### config.mk
export PLATFORM = sky130hd
export DESIGN_NAME = da_bitplane_ser
export DESIGN_NICKNAME = d
export VERILOG_FILES = /design/src/rtl/da_pkg.sv /design/src/rtl/da_shift_bank.sv /design/src/rtl/da_bitplane_ser.sv
export SDC_FILE = /design/constraint.sdc
export NUM_CORES = 1
export LEC_CHECK = 0
export ABC_AREA = 1
export CAP_MARGIN = 20
export CORE_ASPECT_RATIO = 0.9
export CORE_MARGIN = 1
export CORE_UTILIZATION = 54
export CTS_BUF_LIST = sky130_fd_sc_hd__clkbuf_4 sky130_fd_sc_hd__clkbuf_8 sky130_fd_sc_hd__clkbuf_16
export CTS_CLUSTER_SIZE = 28
export DETAILED_ROUTE_END_ITERATION = 8
export PLACE_DENSITY = 0.82
export SLEW_MARGIN = 20
export SYNTH_ARGS = -nofsm -noshare
export SYNTH_HDL_FRONTEND = slang
export SYNTH_SLANG_ARGS = --single-unit
### constraint.sdc
create_clock -name clk -period 5.35 [get_ports clk]
set_input_delay 1.07 -clock clk [delete_from_list [all_inputs] [get_ports clk]]
set_output_delay 1.07 -clock clk [all_outputs]
set_load 0.01 [all_outputs]
### src/rtl/da_pkg.sv
// Shared types and defaults for the bit-plane serializer.
package da_pkg;

    localparam int DATA_W_DEF   = 8;
    localparam int KERNEL_H_DEF = 7;

    function automatic int idx_width(input int data_w);
        return (data_w > 1) ? $clog2(data_w) : 1;
    endfunction

    localparam int IDX_W_DEF = idx_width(DATA_W_DEF);

    typedef enum logic {
        IDLE  = 1'b0,
        SHIFT = 1'b1
    } da_state_e;

endpackage

### src/rtl/da_shift_bank.sv
// KERNEL_H independent DATA_W-bit shift lanes; lsb_bits exposes bit 0 of every lane.
module da_shift_bank
    import da_pkg::*;
#(
    parameter int DATA_W   = DATA_W_DEF,
    parameter int KERNEL_H = KERNEL_H_DEF
) (
    input  logic                         clk,
    input  logic                         rst,
    input  logic                         load,
    input  logic                         shift_en,
    input  logic [KERNEL_H*DATA_W-1:0]   load_data,
    output logic [KERNEL_H-1:0]          lsb_bits
);

    logic [KERNEL_H*DATA_W-1:0] lanes_q, lanes_d;

    always_comb begin
        lanes_d = lanes_q;
        if (load) begin
            lanes_d = load_data;
        end else if (shift_en) begin
            for (int k = 0; k < KERNEL_H; k++) begin
                lanes_d[k*DATA_W +: DATA_W] = lanes_q[k*DATA_W +: DATA_W] >> 1;
            end
        end
    end

    always_comb begin
        lsb_bits = '0;
        for (int k = 0; k < KERNEL_H; k++) begin
            lsb_bits[k] = lanes_q[k*DATA_W];
        end
    end

    always_ff @(posedge clk or posedge rst) begin
        if (rst) begin
            lanes_q <= '0;
        end else begin
            lanes_q <= lanes_d;
        end
    end

endmodule

### src/rtl/da_bitplane_ser.sv
// Serializes a window of KERNEL_H samples into DATA_W bit-planes, LSB plane first.
// Define DA_DOUBLE_BUF_EN to add a one-window shadow buffer for gapless streaming.
module da_bitplane_ser
    import da_pkg::*;
#(
    parameter int DATA_W   = DATA_W_DEF,
    parameter int KERNEL_H = KERNEL_H_DEF
) (
    input  logic                            clk,
    input  logic                            rst,
    input  logic                            in_valid,
    output logic                            in_ready,
    input  logic [KERNEL_H*DATA_W-1:0]      in_data,
    output logic                            out_valid,
    input  logic                            out_ready,
    output logic [KERNEL_H-1:0]             out_bits,
    output logic [idx_width(DATA_W)-1:0]    out_idx,
    output logic                            out_first,
    output logic                            out_last
);

    localparam int IDX_W = idx_width(DATA_W);
    localparam int WIN_W = KERNEL_H * DATA_W;
    localparam logic [IDX_W-1:0] IDX_LAST = IDX_W'(DATA_W - 1);

    da_state_e         state_q, state_d;
    logic              out_valid_q, out_valid_d;
    logic [IDX_W-1:0]  idx_q, idx_d;
    logic              bank_load, bank_shift;
    logic [WIN_W-1:0]  bank_data;
    logic              in_hs, out_hs, last_hs, is_last;

`ifdef DA_DOUBLE_BUF_EN
    logic              shadow_full_q, shadow_full_d;
    logic [WIN_W-1:0]  shadow_q, shadow_d;

    assign in_ready = !rst && !shadow_full_q;
`else
    assign in_ready = !rst && (state_q == IDLE);
`endif

    assign is_last   = (idx_q == IDX_LAST);
    assign in_hs     = in_valid && in_ready;
    assign out_hs    = out_valid_q && out_ready;
    assign last_hs   = out_hs && is_last;

    assign out_valid = out_valid_q;
    assign out_idx   = idx_q;
    assign out_first = (idx_q == '0);
    assign out_last  = is_last;

    always_comb begin
        state_d     = state_q;
        out_valid_d = out_valid_q;
        idx_d       = idx_q;
        bank_load   = 1'b0;
        bank_shift  = 1'b0;
        bank_data   = in_data;
`ifdef DA_DOUBLE_BUF_EN
        shadow_full_d = shadow_full_q;
        shadow_d      = shadow_q;
`endif
        case (state_q)
            IDLE: begin
                if (in_hs) begin
                    bank_load   = 1'b1;
                    idx_d       = '0;
                    state_d     = SHIFT;
                    out_valid_d = 1'b1;
                end
            end
            SHIFT: begin
                if (out_hs && !is_last) begin
                    bank_shift = 1'b1;
                    idx_d      = idx_q + IDX_W'(1);
                end else if (last_hs) begin
                    idx_d = '0;
`ifdef DA_DOUBLE_BUF_EN
                    // Buffered window wins; otherwise a same-cycle input bypasses the shadow.
                    if (shadow_full_q) begin
                        bank_load     = 1'b1;
                        bank_data     = shadow_q;
                        shadow_full_d = 1'b0;
                    end else if (in_hs) begin
                        bank_load = 1'b1;
                    end else begin
                        state_d     = IDLE;
                        out_valid_d = 1'b0;
                    end
`else
                    state_d     = IDLE;
                    out_valid_d = 1'b0;
`endif
                end
`ifdef DA_DOUBLE_BUF_EN
                if (in_hs && !last_hs) begin
                    shadow_d      = in_data;
                    shadow_full_d = 1'b1;
                end
`endif
            end
            default: begin
                state_d     = IDLE;
                out_valid_d = 1'b0;
            end
        endcase
    end

    always_ff @(posedge clk or posedge rst) begin
        if (rst) begin
            state_q     <= IDLE;
            out_valid_q <= 1'b0;
            idx_q       <= '0;
`ifdef DA_DOUBLE_BUF_EN
            shadow_full_q <= 1'b0;
            shadow_q      <= '0;
`endif
        end else begin
            state_q     <= state_d;
            out_valid_q <= out_valid_d;
            idx_q       <= idx_d;
`ifdef DA_DOUBLE_BUF_EN
            shadow_full_q <= shadow_full_d;
            shadow_q      <= shadow_d;
`endif
        end
    end

    da_shift_bank #(
        .DATA_W   (DATA_W),
        .KERNEL_H (KERNEL_H)
    ) u_bank (
        .clk       (clk),
        .rst       (rst),
        .load      (bank_load),
        .shift_en  (bank_shift),
        .load_data (bank_data),
        .lsb_bits  (out_bits)
    );

endmodule

==> summary.md, run 1 <==
| Metric | Value |
|---|---|
| Pins Over Slew Limit | `0` |
| YS warnings | `0` |
| Max-cap viol count | `0` |
| Largest net degree at the start of global routing | `103` |
| Maximum VDD drop | `312 uV` |
| Sum Neg Setup Slack | `0 ns` |
| Top-count cell post-synth | `nand2_1` |
| TritonCTS clock tree | `built` |
| Clk_skew | `0.00691 ns` |
| Vias/cell | `approximately 5.3` |
| Post-synth EDFFs | `0` |
| P per Cell Area | `448 nW/um2` |
| CTS buffer count | `9` |
| WL final | `6840 um` |
| Met2 Use GR | `around two fifths` |
| Max-slew headroom | `32.1%` |
| Core box area | `~5700 um2` |
| Die Height | `75.2 um` |
| # hold bufs at CTS | `0` |
| Post-route ant nets | `0` |
| Worst setup EP type | `output pin` |
| Post-CTS Setup Bufs | `0` |
| Synth unique cells | `15` |
| Critical path's largest stage delay | `0.65 ns` |
| Number of synthesized register bits | `61` |
| Outcome | `finished clean` |
| Unrepaired setup endpoints after global routing | `no` |
| GR Overflow Total | `0` |
| LEAKAGE | `2.15 nW` |
| DRC | `0` |
| DR iter-0 viols | `253` |
| Cell area after synthesis | `3210 um2` |
| GPL Wtd Cong | `0.747` |
| IO Pins | `74` |
| Worst Setup Path Type | `in2out` |
| Max Clk Rate | `0.262 GHz` |
| Hold WC Path Type | `reg2reg` |
| CP Launch Type | `input pin` |
| Cell mode on critical path | `clkdlybuf4s50_1` |
| CTS clock-pin slew for the worst setup and hold paths | `around 0.060 ns` |
| Nets | `between 500 and 600` |
| Reg2reg setup slack | `2.89 ns` |
| Final Core Density | `a little over two thirds` |
| Syn nets | `501` |
| DRT Pass-1 Iters | `4` |
| Synth async-reset ratio | `100%` |
| Final hold viol count | `0` |
| Longest Clk Path Bufs | `2` |
| Area leader, netlist | `dfrtp_1` |
| HPWL Detailed | `4030 um` |
| Worst Max-Slew Pin Slew | `slightly above 1 ns` |
| Synth top area share | `47.5%` |
| Mapped Cells | `438` |
| Total number of vias | `2,967` |
| Die X | `83.3 um` |
| # resized after CTS | `0` |
| PortBufs | `73` |
| Worst-path fanout max | `58` |
| GRT Resource Usage Total | `23.7%` |
| Final period util | `71.4%` |
| Routed WL per cell | `12.2 um` |
| Layout Area Growth over Synthesis | `24.6%` |
| Post-synthesis sequential area ratio | `47.5%` |
| Vias in the first global route | `between 2k and 3k` |
| Area contributors post-synth | `dfrtp_1, nand2_1, nand3_1, buf_2, buf_4` |
| Worst-skew pair later-pin latency | `between 0.3 and 0.4 ns` |
| Grt peak-use layer | `met2` |
| Antenna violations before repair | `0` |
| Final setup vio count | `0` |
| Critical Path AT | `around 2.8 ns` |
| H-tree depth | `3` |
| Mean Syn Cell Area | `7.34 um2` |
| CP max stage cell | `clkdlybuf4s50_1` |
| Cell Rows | `26` |
| Layout cell share with drive strength beyond 1 | `5.31%` |
| Final min period | `roughly 3.8 ns` |
| Most common library cells after synthesis | `nand2_1, nand3_1, dfrtp_1` |
| # diodes | `0` |
| First-pass GRT wire length | `11,800 um` |
| Clk root buf | `clkbuf_8` |
| Die area | `6260 um2` |
| Synth Flop Type | `dfrtp_1` |
| GRT met1 Usage | `31.5%` |
| Required @ worst endpoint | `4.28 ns` |
| CP Cell Sequence | `clkdlybuf4s50_1, nor2_4, buf_4, clkdlybuf4s50_1` |
| Starting Density | `56.4%` |
| Met3 GRT Util | `4.71%` |
| Clk sink count | `61` |
[logic make-up (layout without fill, tap and decap cells)]
group	after synthesis	after routing	synth area share, %
flops	61	61	47.5
simple gates	317	317	41.6
compound gates	10	10	1.56
fa+ha+maj	3	3	1.17
buf+inv	47	99	8.18
[worst paths after layout]
path                                    from                  to  depth (start not counted)
setup / recovery                         rst            in_ready                          4
hold / removal             u_bank.lanes_q[8]   u_bank.lanes_q[8]                          2
setup reg to reg                  out_idx[1]   u_bank.lanes_q[0]                          8
hold reg to reg            u_bank.lanes_q[8]   u_bank.lanes_q[8]                          2
max in group asynchronous                rst  u_bank.lanes_q[42]                          3
min in group asynchronous                rst             state_q                          3
[report_power, final]
part           internal (W)  switching, W
logic              0.000287      0.000415
clock network      0.000192      0.000163
registers          0.000636      0.000100
[sequential cells by signal (all words and copies together) (netlist names)]
name            flops
u_bank.lanes_q     56
out_idx             3
out_valid           1
state_q             1
[cell type report]
type                    instances  area, um2
well taps                      70       87.6
fillers                       449       1690
flip-flops and latches         61       1530
clock buffers                  13        160
repair buffers                 77        756
multi-input cells             330       1440
clock inverters                 2       10.0
inverters                       7       26.3
[critical path: cells and delay by family]
family | cells | cell delay (ns)
buffers and inverters | 3 | 1.58
AND/OR/NAND/NOR | 1 | 0.09
[cell usage in the layout, fill, tap and decap left out, drive strengths merged]
cell	netlist	routed
inv	7	7
ha	3	3
clkdlybuf4s50	0	72
clkinv	0	2
o21ai	10	10
nor2	2	2
nand4	1	1
dfrtp	61	61
nand2	206	206
buf	35	5
clkbuf	5	13
nand3	108	108
[per-layer routing]
metal,routed length (um),up-vias
li1,-,1495
met1,3320,1385
met2,3070,76
met3,335,11
met4,120,0
met5,0,-
[metrics by stage]
| step | total power, W | setup slack (ns) | hold WS [ns] | area, um2 | instances |
|---|---|---|---|---|---|
| after floorplan | 0.00126 | 2.77 | 0.476 | 3210 | 438 |
| after global placement | 0.00142 | 1.53 | 0.489 | 3830 | 545 |
| after detailed placement | 0.00145 | 1.50 | 0.494 | 3830 | 545 |
| after CTS | 0.00181 | 1.50 | 0.510 | 4010 | 560 |
| after global routing | 0.00195 | 1.41 | 0.525 | 4010 | 560 |
| final | 0.00179 | 1.53 | 0.505 | 4010 | 560 |
No activity file was read; power rests on OpenSTA's default activity.
==> inputs of run 2 (changes only) <==
--- a/config.mk
+++ b/config.mk
@@ -9,11 +9,11 @@
 export CAP_MARGIN = 20
 export CORE_ASPECT_RATIO = 0.9
 export CORE_MARGIN = 1
-export CORE_UTILIZATION = 54
+export CORE_UTILIZATION = 50
 export CTS_BUF_LIST = sky130_fd_sc_hd__clkbuf_4 sky130_fd_sc_hd__clkbuf_8 sky130_fd_sc_hd__clkbuf_16
 export CTS_CLUSTER_SIZE = 28
 export DETAILED_ROUTE_END_ITERATION = 8
-export PLACE_DENSITY = 0.82
+export PLACE_DENSITY = 0.77
 export SLEW_MARGIN = 20
 export SYNTH_ARGS = -nofsm -noshare
 export SYNTH_HDL_FRONTEND = slang
==> constraint.sdc (replaced) <==
create_clock -name clk -period 4 [get_ports clk]
set_input_delay 0.8 -clock clk [delete_from_list [all_inputs] [get_ports clk]]
set_output_delay 0.8 -clock clk [all_outputs]
set_load 0.01 [all_outputs]
==> summary.md, run 2 (synthesized netlist as in run 1, its figures left out) <==
| Metric | Value |
|---|---|
| P per Cell Area | `604 nW/um2` |
| Cell Count, Final, Fillers Out | `a little under 600` |
| Critical Path AT | `1.98 ns` |
| Outcome | `finished clean` |
| Worst setup EP type | `output pin` |
| LEAKAGE | `2.17 nW` |
| DRT Pass-1 Iters | `4` |
| Final setup vio count | `0` |
| Clock network power share | `20.9%` |
| Clk sink count | `61` |
| Core box area | `just over 6000 um2` |
| Clk root buf | `clkbuf_8` |
| H-tree depth | `3` |
| DR iter-0 viols | `207` |
| Worst Setup Path Type | `in2out` |
| PortBufs | `73` |
| Critical path's largest stage delay | `between 0.5 and 0.6 ns` |
| Worst-path fanout max | `3` |
| Switch Pwr | `0.000922 W` |
| IO Pins | `74` |
| Max-cap viol count | `0` |
| Routed WL per cell | `12.5 um` |
| Clk_skew | `0.00919 ns` |
| Antenna violations before repair | `0` |
| Worst-skew pair later-pin latency | `around 0.34 ns` |
| Power consumption | `0.00245 W` |
| CP Cell Sequence | `clkdlybuf4s50_1, nor2_4, clkdlybuf4s50_1` |
| Final Core Density | `66.1%` |
| GRT Resource Usage Total | `23.9%` |
| Post-CTS Setup Bufs | `0` |
| DRC | `0` |
| Combinational cell fraction of total power | `between 30% and 40%` |
| Nets | `552` |
| Unrepaired setup endpoints after global routing | `no` |
| # resized after CTS | `0` |
| Vias in the first global route | `2,808` |
| Final min period | `about 2.8 ns` |
| Biggest register | `u_bank.lanes_q` |
| # hold bufs at CTS | `0` |
| Maximum VDD drop | `402 uV` |
| GR Overflow Total | `0` |
| Placed Cells | `565` |
| Sum Neg Setup Slack | `0 ns` |
| Cell mode on critical path | `clkdlybuf4s50_1` |
| Final hold viol count | `0` |
| First-pass GRT wire length | `12,400 um` |
| # diodes | `0` |
| CP Launch Type | `input pin` |
| Hold WC Path Type | `reg2reg` |
| Total number of vias | `2,982` |
| Most common cell after layout, fill and taps aside | `nand2_1` |
| Fillers | `567` |
| Hold_ws | `0.505 ns` |
| Cell Rows | `27` |
| Sw Share | `37.6%` |
| Post-route ant nets | `0` |
| Final period util | `69.5%` |
| Layout cell share with drive strength beyond 1 | `5.88%` |
| CP max stage cell | `clkdlybuf4s50_1` |
| Worst Max-Slew Pin Slew | `0.849 ns` |
| Required @ worst endpoint | `3.20 ns` |
| Most frequent cells in the layout | `nand2_1, nand3_1, clkdlybuf4s50_1, dfrtp_1, clkbuf_8` |
| Vias/cell | `5.14` |
| Starting Density | `52.3%` |
| Int Power | `0.00153 W` |
| Pins Over Slew Limit | `0` |
| Die area | `a little under 7000 um2` |
| Max-slew headroom | `43.3%` |
| Longest Clk Path Bufs | `2` |
| TritonCTS clock tree | `built` |
| WL final | `7240 um` |
| GPL Wtd Cong | `0.740` |
| CTS clock-pin slew for the worst setup and hold paths | `0.06 ns` |
| HPWL Detailed | `~4500 um` |
| CTS buffer count | `9` |
| Layout Area Growth over Synthesis | `26.5%` |
| Die X | `86.5 um` |
| Max Clk Rate | `approximately 0.36 GHz` |
| Sequential share of power | `approximately 40%` |
| Die Height | `~78 um` |
| Max FFs per register | `56` |
| Largest net degree at the start of global routing | `between 50 and 60` |
==> run 2: changes by cell type in the layout (fill, tap and decap cells not counted), sizes merged <==
cell / change
buf: +3
clkbuf: +1
clkinv: -1
==> run 2: layout make-up <==
| class | count | area [um2] | area share (%) |
|---|---|---|---|
| tap | 87 | 109 | 2.68 |
| inverter | 7 | 26.3 | 0.647 |
| clock buffer | 14 | 180 | 4.43 |
| timing repair buffer | 80 | 778 | 19.2 |
| sequential | 61 | 1530 | 37.6 |
| multi-input combinational | 330 | 1440 | 35.4 |
| clock inverter | 1 | 5.00 | 0.123 |
==> run 2: final timing paths <==
check	end	slack [ns]	from	cells after the start
worst max register to register	u_bank.lanes_q[55]	2.13	state_q	5
max in group asynchronous	u_bank.lanes_q[50]	2.15	rst	3
min in group asynchronous	state_q	1.04	rst	2
worst min-delay path	u_bank.lanes_q[44]	0.50	u_bank.lanes_q[44]	2
worst min register to register	u_bank.lanes_q[44]	0.50	u_bank.lanes_q[44]	2
worst max-delay path	in_ready	1.22	rst	3
==> run 2: per-stage QoR <==
| step | setup slack [ns] | area (um2) |
|---|---|---|
| floorplan | 1.69 | 3210 |
| global placement | 1.23 | 3880 |
| detailed placement | 1.21 | 3880 |
| CTS | 1.20 | 4060 |
| global route | 1.17 | 4060 |
| finish | 1.22 | 4060 |
==> run 2: power groups by stage <==
stage	combinational (W)	sequential [W]	clock [W]
after global routing	0.00110	0.00101	0.000551
final	0.000961	0.000981	0.000513
after detailed placement	0.000965	0.000991	0
after CTS	0.000971	0.000982	0.000523
after floorplan	0.000719	0.000968	0
after global placement	0.000936	0.000985	0
==> run 2: routing by layer <==
metal | global-route usage (%) | wire [um] | share of wire, %
met4 | 12.8 | 101 | 1.4
met5 | 0 | 0 | 0
met2 | 38.2 | 3360 | 46
met1 | 30.5 | 3380 | 47
met3 | 5.05 | 388 | 5.4
==> run 2: worst max-delay path, delay by kind of cell <==
family,cells,cell delay (ns)
buffers and inverters,2,1.03
AND/OR/NAND/NOR,1,0.15
==> inputs of run 3 (changes only) <==
--- a/config.mk
+++ b/config.mk
@@ -9,11 +9,11 @@
 export CAP_MARGIN = 20
 export CORE_ASPECT_RATIO = 0.9
 export CORE_MARGIN = 1
-export CORE_UTILIZATION = 50
+export CORE_UTILIZATION = 45
 export CTS_BUF_LIST = sky130_fd_sc_hd__clkbuf_4 sky130_fd_sc_hd__clkbuf_8 sky130_fd_sc_hd__clkbuf_16
 export CTS_CLUSTER_SIZE = 28
 export DETAILED_ROUTE_END_ITERATION = 8
-export PLACE_DENSITY = 0.77
+export PLACE_DENSITY = 0.73
 export SLEW_MARGIN = 20
 export SYNTH_ARGS = -nofsm -noshare
 export SYNTH_HDL_FRONTEND = slang
==> constraint.sdc (replaced) <==
create_clock -name clk -period 2.45 [get_ports clk]
set_input_delay 0.49 -clock clk [delete_from_list [all_inputs] [get_ports clk]]
set_output_delay 0.49 -clock clk [all_outputs]
set_load 0.01 [all_outputs]
==> summary.md, run 3 (synthesized netlist as in run 1, its figures left out) <==
| Metric | Value |
|---|---|
| Outcome | `finished clean` |
| Worst reg2reg endpoint | `out_idx[0]` |
| Nets | `556` |
| Routed WL per cell | `between 10 and 15 um` |
| PortBufs | `73` |
| Worst-path fanout max | `3` |
| Final period util | `87.8%` |
| Worst setup EP type | `output pin` |
| CTS clock-pin slew for the worst setup and hold paths | `approximately 0.06 ns` |
| Max-slew headroom | `about 64%` |
| LEAKAGE | `2.21 nW` |
| Worst Setup Path Type | `in2out` |
| Layout cell share with drive strength beyond 1 | `roughly 6.5%` |
| Clk root buf | `clkbuf_8` |
| Critical path buffers and inverters | `2` |
| Worst reg-to-reg path cell count | `8` |
| First-pass GRT wire length | `12,400 um` |
| # hold bufs at CTS | `0` |
| CP max stage cell | `clkdlybuf4s50_1` |
| Post-CTS Setup Bufs | `0` |
| # diodes | `0` |
| Placed inst area | `slightly below 4000 um2` |
| DRC | `0` |
| CP Cell Sequence | `clkdlybuf4s50_1, nor2_4, clkdlybuf4s50_1` |
| TritonCTS clock tree | `built` |
| Critical Path AT | `~1.7 ns` |
| # resized after CTS | `0` |
| Clk sink count | `61` |
| Cell family with most CP delay | `buffers and inverters` |
| Vias/cell | `5.03` |
| Die area | `approximately 7500 um2` |
| Post-route ant nets | `0` |
| Starting Density | `47.8%` |
| CP startpoint | `rst` |
| Maximum VDD drop | `~580 uV` |
| GPL Wtd Cong | `0.802` |
| Vias in the first global route | `2,795` |
| Placed Cells | `572` |
| Fillers | `623` |
| Cell Rows | `28` |
| IO Pins | `74` |
| Die X | `just over 90 um` |
| Final min period | `2.15 ns` |
| Cell Count, Final, Fillers Out | `586` |
| HPWL Detailed | `4700 um` |
| CTS buffer count | `9` |
| Final hold viol count | `0` |
| P per Cell Area | `992 nW/um2` |
| H-tree depth | `3` |
| Hold WC Path Type | `reg2reg` |
| Worst-skew pair later-pin latency | `between 0.3 and 0.4 ns` |
| Layout Area Growth over Synthesis | `29.2%` |
| Antenna violations before repair | `0` |
| Final Cell Area | `4150 um2` |
| Die Height | `82.2 um` |
| Required @ worst endpoint | `1.96 ns` |
| Cell mode on critical path | `clkdlybuf4s50_1` |
| Unrepaired setup endpoints after global routing | `no` |
| GR Overflow Total | `0` |
| Critical path's largest stage delay | `0.55 ns` |
| Final Core Density | `roughly three fifths` |
| CP Launch Type | `input pin` |
| Final setup vio count | `0` |
| WL final | `7260 um` |
| Biggest register | `u_bank.lanes_q` |
| Clk_skew | `0.00704 ns` |
| Reg2reg setup slack | `around 0.55 ns` |
| Pins Over Slew Limit | `0` |
| Total number of vias | `2,950` |
| Largest net degree at the start of global routing | `between 50 and 60` |
| Crit. path cell count | `3` |
| Max-cap viol count | `0` |
| DRT Pass-1 Iters | `4` |
| CP Capture Point | `in_ready` |
| Most common cell after layout, fill and taps aside | `nand2_1` |
| DR iter-0 viols | `approximately 150` |
| Core box area | `6730 um2` |
| Most frequent cells in the layout | `nand2_1, nand3_1, clkdlybuf4s50_1, dfrtp_1, clkbuf_8` |
| Max Clk Rate | `about 0.46 GHz` |
| Sum Neg Setup Slack | `0 ns` |
| GRT Resource Usage Total | `20.9%` |
| Longest Clk Path Bufs | `2` |
| Worst Max-Slew Pin Slew | `0.546 ns` |
| Max FFs per register | `56` |
| Reg2reg start | `out_idx[0]` |
run 3: cell count changes in the layout (fill, tap and decap cells not counted), sizes merged:
cell    change
buf         +4
bufinv      +1
clkbuf      -1
clkinv      -1
run 3: area by class of cell:
class                   count  area [um2]  area share (%)
flip-flops and latches     61        1530            36.8
multi-input cells         330        1440            34.6
repair buffers             84         846            20.4
clock buffers              13         173            4.16
well taps                  90         113            2.71
clock inverters             1        30.0           0.723
inverters                   7        26.3           0.633
run 3: per-layer routing:
metal | vias to the layer above | global-route usage [%] | share of wire (%)
met5 | - | 0 | 0
met4 | 0 | 8.10 | 1.3
met3 | 8 | 3.85 | 5.1
met2 | 70 | 35.8 | 46
met1 | 1363 | 26.9 | 48
li1 | 1509 | - | -
run 3: stage by stage:
stage	hold slack, ns	total power (W)	setup WS (ns)
floorplan	0.476	0.00275	0.447
CTS	0.511	0.00416	0.294
detailed placement	0.494	0.00323	0.304
global route	0.534	0.00446	0.239
global placement	0.489	0.00317	0.302
finish	0.505	0.00412	0.299
run 3: worst min-delay path by stage:
stage                       startpoint                 end  cells past startpoint
floorplan           u_bank.lanes_q[10]  u_bank.lanes_q[10]                      2
global placement    u_bank.lanes_q[44]  u_bank.lanes_q[44]                      2
detailed placement  u_bank.lanes_q[42]  u_bank.lanes_q[42]                      2
CTS                 u_bank.lanes_q[42]  u_bank.lanes_q[42]                      2
global route        u_bank.lanes_q[24]  u_bank.lanes_q[24]                      2
finish              u_bank.lanes_q[48]  u_bank.lanes_q[48]                      2
run 3: worst reg2reg max path, stage by stage, from the launching register on:
cell and delay, ns:
dfrtp_1 0.40, ha_1 0.21, ha_1 0.22, inv_1 0.08, nand4_2 0.22, buf_4 0.35, inv_2 0.21, nand2_1 0.06
o21ai_0 0.07
run 3: report_power, final:
part	switching, W	total, W	internal [W]	leakage [nW]
Combinational	0.000924	0.00160	0.000676	1.29
Sequential	0.000208	0.00160	0.00139	0.818
Clock	0.000368	0.000922	0.000554	0.105
